==> src/rtl/mem_arbiter_if.sv <==
// Bundle of requester-side and RAM-side signals around the memory arbiter.
// The slave modport is the arbiter's view; master is the surrounding system.
interface mem_arbiter_if;
  logic        iREN;
  logic [31:0] iaddr;
  logic        iwait;
  logic [31:0] iload;
  logic        dREN;
  logic        dWEN;
  logic [31:0] daddr;
  logic [31:0] dstore;
  logic        dwait;
  logic [31:0] dload;
  logic        ramREN;
  logic        ramWEN;
  logic [31:0] ramaddr;
  logic [31:0] ramstore;
  logic [31:0] ramload;
  logic [1:0]  ramstate;

  modport slave (
    input  iREN, iaddr, dREN, dWEN, daddr, dstore, ramload, ramstate,
    output iwait, iload, dwait, dload, ramREN, ramWEN, ramaddr, ramstore
  );

  modport master (
    output iREN, iaddr, dREN, dWEN, daddr, dstore, ramload, ramstate,
    input  iwait, iload, dwait, dload, ramREN, ramWEN, ramaddr, ramstore
  );
endinterface

==> src/rtl/mem_arbiter.sv <==
// Arbitrates one RAM port between instruction fetch and data access, data first,
// with a bounded number of consecutive data grants while a fetch is waiting.
module mem_arbiter #(
  parameter int STARVE_LIMIT = 4
) (
  input logic         CLK,
  input logic         nRST,
  mem_arbiter_if.slave bus
);

  typedef enum logic [1:0] {
    IDLE,
    IGRANT,
    DGRANT
  } state_t;

  localparam logic [1:0] RAM_ACCESS = 2'd2;
  localparam logic [2:0] LIMIT      = 3'(STARVE_LIMIT);

  state_t      state;
  logic [2:0]  starve_cnt;
  logic [31:0] lat_addr;
  logic [31:0] lat_store;
  logic        lat_op;

  logic        data_req;
  logic        i_done;
  logic        d_done;
  logic        ren;
  logic        wen;
  logic [31:0] addr;
  logic [31:0] store;

  assign data_req = bus.dREN | bus.dWEN;
  assign i_done   = (state == IGRANT) && bus.iREN && (bus.ramstate == RAM_ACCESS);
  assign d_done   = (state == DGRANT) && data_req && (bus.ramstate == RAM_ACCESS);

  // RAM is driven only from latched values, and only while the owner still requests.
  always_comb begin
    ren   = 1'b0;
    wen   = 1'b0;
    addr  = '0;
    store = '0;
    case (state)
      IGRANT: begin
        if (bus.iREN) begin
          ren  = 1'b1;
          addr = lat_addr;
        end
      end
      DGRANT: begin
        if (data_req) begin
          ren   = ~lat_op;
          wen   = lat_op;
          addr  = lat_addr;
          store = lat_store;
        end
      end
      default: ;
    endcase
  end

  assign bus.ramREN   = ren;
  assign bus.ramWEN   = wen;
  assign bus.ramaddr  = addr;
  assign bus.ramstore = store;
  assign bus.iwait    = bus.iREN & ~i_done;
  assign bus.dwait    = data_req & ~d_done;
  assign bus.iload    = i_done ? bus.ramload : '0;
  assign bus.dload    = (d_done && !lat_op) ? bus.ramload : '0;

  always_ff @(posedge CLK) begin
    if (nRST) begin
      state      <= IDLE;
      starve_cnt <= '0;
      lat_addr   <= '0;
      lat_store  <= '0;
      lat_op     <= 1'b0;
    end else begin
      if (!bus.iREN || i_done) begin
        starve_cnt <= '0;
      end else if (d_done && (starve_cnt < LIMIT)) begin
        starve_cnt <= starve_cnt + 3'd1;
      end

      case (state)
        IDLE: begin
          if (data_req && (starve_cnt < LIMIT)) begin
            state     <= DGRANT;
            lat_addr  <= bus.daddr;
            lat_store <= bus.dstore;
            lat_op    <= bus.dWEN;
          end else if (bus.iREN) begin
            state     <= IGRANT;
            lat_addr  <= bus.iaddr;
            lat_store <= '0;
            lat_op    <= 1'b0;
          end
        end
        // A dropped request aborts the grant; ERROR/BUSY/FREE simply hold and retry.
        IGRANT: begin
          if (!bus.iREN || i_done) state <= IDLE;
        end
        DGRANT: begin
          if (!data_req || d_done) state <= IDLE;
        end
        default: state <= IDLE;
      endcase
    end
  end

endmodule

==> src/flat_wrapper.sv <==
// flat-port wrapper written by rule: the top's interface ports become plain ports
module mem_arbiter_flat 
#(
  parameter int STARVE_LIMIT = 4
)
  (CLK, nRST, bus_iREN, bus_iaddr, bus_dREN, bus_dWEN, bus_daddr, bus_dstore, bus_ramload, bus_ramstate, bus_iwait, bus_iload, bus_dwait, bus_dload, bus_ramREN, bus_ramWEN, bus_ramaddr, bus_ramstore);
  mem_arbiter_if bus_i ();
  input logic CLK;
  input logic nRST;
  input wire logic [$bits(bus_i.iREN)-1:0] bus_iREN;
  input wire logic [$bits(bus_i.iaddr)-1:0] bus_iaddr;
  input wire logic [$bits(bus_i.dREN)-1:0] bus_dREN;
  input wire logic [$bits(bus_i.dWEN)-1:0] bus_dWEN;
  input wire logic [$bits(bus_i.daddr)-1:0] bus_daddr;
  input wire logic [$bits(bus_i.dstore)-1:0] bus_dstore;
  input wire logic [$bits(bus_i.ramload)-1:0] bus_ramload;
  input wire logic [$bits(bus_i.ramstate)-1:0] bus_ramstate;
  output wire logic [$bits(bus_i.iwait)-1:0] bus_iwait;
  output wire logic [$bits(bus_i.iload)-1:0] bus_iload;
  output wire logic [$bits(bus_i.dwait)-1:0] bus_dwait;
  output wire logic [$bits(bus_i.dload)-1:0] bus_dload;
  output wire logic [$bits(bus_i.ramREN)-1:0] bus_ramREN;
  output wire logic [$bits(bus_i.ramWEN)-1:0] bus_ramWEN;
  output wire logic [$bits(bus_i.ramaddr)-1:0] bus_ramaddr;
  output wire logic [$bits(bus_i.ramstore)-1:0] bus_ramstore;
  assign bus_i.iREN = bus_iREN;
  assign bus_i.iaddr = bus_iaddr;
  assign bus_i.dREN = bus_dREN;
  assign bus_i.dWEN = bus_dWEN;
  assign bus_i.daddr = bus_daddr;
  assign bus_i.dstore = bus_dstore;
  assign bus_i.ramload = bus_ramload;
  assign bus_i.ramstate = bus_ramstate;
  assign bus_iwait = bus_i.iwait;
  assign bus_iload = bus_i.iload;
  assign bus_dwait = bus_i.dwait;
  assign bus_dload = bus_i.dload;
  assign bus_ramREN = bus_i.ramREN;
  assign bus_ramWEN = bus_i.ramWEN;
  assign bus_ramaddr = bus_i.ramaddr;
  assign bus_ramstore = bus_i.ramstore;
  mem_arbiter #(.STARVE_LIMIT(STARVE_LIMIT)) u_core (.CLK(CLK), .nRST(nRST), .bus(bus_i));
endmodule
==> config.mk <==
export PLATFORM = sky130hd
export DESIGN_NAME = mem_arbiter_flat
export DESIGN_NICKNAME = d
export VERILOG_FILES = /design/src/rtl/mem_arbiter_if.sv /design/src/rtl/mem_arbiter.sv /design/src/flat_wrapper.sv
export SDC_FILE = /design/constraint.sdc
export NUM_CORES = 1
export LEC_CHECK = 0
export ABC_AREA = 0
export CAP_MARGIN = 20
export CORE_MARGIN = 2
export CORE_UTILIZATION = 34
export CTS_BUF_LIST = sky130_fd_sc_hd__clkbuf_8
export CTS_CLUSTER_DIAMETER = 40
export DETAILED_ROUTE_END_ITERATION = 7
export PLACE_DENSITY = 0.77
export SLEW_MARGIN = 40
export SYNTH_ARGS = -nofsm -noshare
export SYNTH_HDL_FRONTEND = slang
export SYNTH_SLANG_ARGS = --single-unit
==> constraint.sdc <==
create_clock -name CLK -period 1.75 [get_ports CLK]
set_clock_uncertainty 0.05 [all_clocks]
set_input_delay 0.2625 -clock CLK [delete_from_list [all_inputs] [get_ports CLK]]
set_output_delay 0.2625 -clock CLK [all_outputs]
set_load 0.02 [all_outputs]
==> impl_metrics.ini <==
[finish]
finish.utilization = 0.7367
layout.area.seq_sq_um = 1406
multiInputGateArea_sq_um = 2960
post_route_cells_drive_above_1_share = 0.5047
n_fill_cell = 760
syn_to_final_growth_pct = 109.4
fin_nets = 881

[setup_path]
r2r.worst_path.cells = 4
crit_path_end_kind = primary output
cp_data_required_time_ns = 1.44
crit-reg2reg-launch = u_core.starve_cnt[2]
reg2reg_slack_ns = 0.11
regToRegEndpoint = u_core.lat_addr[18]
cp-start-kind = flip-flop
worst-endpoint-arrival_ns = 1.87
worst-setup-path-type = flip-flop to primary output
worstPathMaxFanout = 6

[detailed_routing]
ant_nets = 0
detail_route.drc_violations = 20
drt-vias-per-instance = 5.242
dr_total_vias = 4671
firstDrtPassIters = 7
wl_per_cell_microns = 20.14
drtIter0Drc = 260
wl_microns = 17950

[die]
design.core.area_sq_um = 11520
floorplan.io_pins = 267
die_height_microns = 113.2
die_area_sq_um = 12810
fp-row-count = 39
chipWidth_microns = 113.2
floorplan.initialDensity = 0.3519

[logic_synthesis]
yosys-top-cells-count = sky130_fd_sc_hd__and2_1, sky130_fd_sc_hd__dfxtp_1, sky130_fd_sc_hd__nor2_1, sky130_fd_sc_hd__mux2i_1, sky130_fd_sc_hd__nor3_1
post_synth_inst_count = 447
syn_avg_cell_area_sq_um = 9.066
yosys.cell_count.top_type = sky130_fd_sc_hd__and2_1
yosys.cell_types.count = 37
proportion_of_netlist_area_held_by_the_largest_area_contributor = 0.3458
synth_top_area_cell = sky130_fd_sc_hd__dfxtp_1
postSynth.topFlopCell = sky130_fd_sc_hd__dfxtp_1
yosys_register_bits = 70
synthesized_nets = 586
synthesis.yosys.warnings = 0
sequential_fraction_of_the_synthesis_area = 0.3458
synth.top_cells.by_area = sky130_fd_sc_hd__dfxtp_1, sky130_fd_sc_hd__and2_1, sky130_fd_sc_hd__mux2i_1, sky130_fd_sc_hd__a2111oi_2, sky130_fd_sc_hd__a22o_1
synth_enable_flop_cells = 0
synthArstFlopShare = 0
syn_area_sq_um = 4053

[timing]
tightest_slew_ns = 0.5838
final.setup.worst_slack_ns = -0.4337
timing.max_slew.rel_slack = 0.6108
fin_tns_setup_ns = -42.65
setup-violations-final = 131
rsz0062_at_grt = yes
maxSlewViolCount = 0
highest_attainable_clock_frequency_mhz = 457.9
min_period_over_period = 1.248
period_needed_ns = 2.184
final_hold_vio_count = 0
worst_hold_slack_ns = 0.2772

[global_route]
grtUsageTotal = 0.2446
gr-total-overflow = 0
first_global_vias = 4738
initial_antenna_violation_count = 1
pin_count_of_the_biggest_net_entering_global_routing = 39
global_route_wire_length_before_repair_microns = 25070

[hold_path]
hp-start = nRST
hold_path_end = u_core.state[1]
worstHoldPathCells = 3
holdCritPathClass = primary input to flip-flop

[placement]
buffer_ports.inserted = 266
hpwlAfterDp_microns = 10980
place_congestion = 0.8415

[pwr]
irDropWorstVdd_uv = 405.2
leakagePower_nw = 3.735
power.density_nw_per_um2 = 658.1

[clock_network]
htree_levels = 3
clock_sink_count = 70
clock_root_cell = sky130_fd_sc_hd__clkbuf_8
tritoncts = yes
cts_buffers = 9
clkSlewWorstSetupHoldPaths_ns = 0.08
clockBufferDepth = 2
clkLatencyLatePin_ns = 0.34

[status]
outcome = finished, violations left
violations_in_the_final_reports = DRC, setup timing

[run]
max_cap_viol_count = 0
## through the flow
step           setup WS [ns]  power, mW  instances  area (sq um)
4_1_cts              -0.4891      5.376        886          7919
2_1_floorplan       -0.01295      2.650        447          4061
3_3_place_gp         -0.7563      3.335        845          7023
5_1_grt              -0.5124      5.803        891          8484
6_report             -0.4337      5.583        891          8484
3_5_place_dp         -0.7922      3.386        845          7023
## cell usage in the layout (no fill, tap or decap), drive strengths merged, types with 3 or more instances in the layout
cell type      instances
buf                  187
clkdlybuf4s50        130
and2                 129
dfxtp                 70
nor2                  36
mux2i                 34
nor3                  34
a22o                  33
a2111oi               32
clkbuf                16
nand3                  4
bufinv                 4
ha                     4
dlymetal6s2s           3
nor2b                  3
nand2                  3
a21oi                  3
inv                    3
## where the power goes
group          switching [mW]  internal [mW]
Combinational           0.824           1.02
Clock                   0.632           1.17
Sequential              0.146           1.79
Total                    1.60           3.98
## layer usage
| metal | up-vias | track usage | part of all wire |
|---|---|---|---|
| met5 | - | 0 | 0 |
| met4 | 0 | 0.09512 | 0.032 |
| met3 | 49 | 0.06320 | 0.065 |
| met2 | 208 | 0.4567 | 0.53 |
| met1 | 2236 | 0.2623 | 0.37 |
| li1 | 2178 | - | - |
## critical path, stage by stage, from the launching register on
cell	delay, ns
sky130_fd_sc_hd__dfxtp_2	0.33
sky130_fd_sc_hd__inv_2	0.08
sky130_fd_sc_hd__ha_4	0.16
sky130_fd_sc_hd__o21ai_4	0.09
sky130_fd_sc_hd__nor3_4	0.30
sky130_fd_sc_hd__buf_6	0.20
sky130_fd_sc_hd__buf_12	0.11
sky130_fd_sc_hd__and2_4	0.14
sky130_fd_sc_hd__buf_6	0.11
## logic make-up (layout without fill, tap and decap cells)
kind of cell / Yosys count / in the layout / share of synthesized area
flops: 70 / 70 / 0.3458
compound gates: 81 / 81 / 0.2062
other cells: 0 / 1 / 0
mux: 34 / 34 / 0.08398
simple gates: 214 / 214 / 0.2955
buf+inv: 44 / 344 / 0.05619
fa+ha+maj: 4 / 4 / 0.01235
## flip-flops by register name (all words and copies together), names as in the netlist
| register | cells |
|---|---|
| u_core.state | 2 |
| u_core.starve_cnt | 3 |
| u_core.lat_op | 1 |
| u_core.lat_addr | 32 |
| u_core.lat_store | 32 |
## cell type report
class / count / area share
Clock inverter: 5 / 0.01519
Tap cell: 143 / 0.02109
Clock buffer: 11 / 0.01784
Timing Repair Buffer: 325 / 0.4293
Multi-Input combinational cell: 333 / 0.3489
Sequential cell: 70 / 0.1658
Inverter: 3 / 0.001622
Antenna cell: 1 / 0.0002949
## what timing repair did
action	in CTS	in global routing
gates resized for setup	813	174
buffers inserted	18	4
setup endpoints to repair	135	159
hold buffers	0	0
pin swaps	8	51
cloned	7	8
## worst max path at each step
stage               startpoint              end  slack, ns  cells after the start
5_1_grt        u_core.state[0]  bus_ramaddr[18]      -0.51                      8
6_report       u_core.state[0]    bus_dload[16]      -0.43                      8
3_5_place_dp          bus_dWEN    bus_dload[11]      -0.79                      6
3_3_place_gp          bus_dWEN    bus_dload[11]      -0.76                      6
4_1_cts        u_core.state[0]  bus_ramaddr[12]      -0.49                      9
2_1_floorplan  u_core.state[0]    bus_dload[10]      -0.01                      6
No activity file was read; power rests on OpenSTA's default activity.
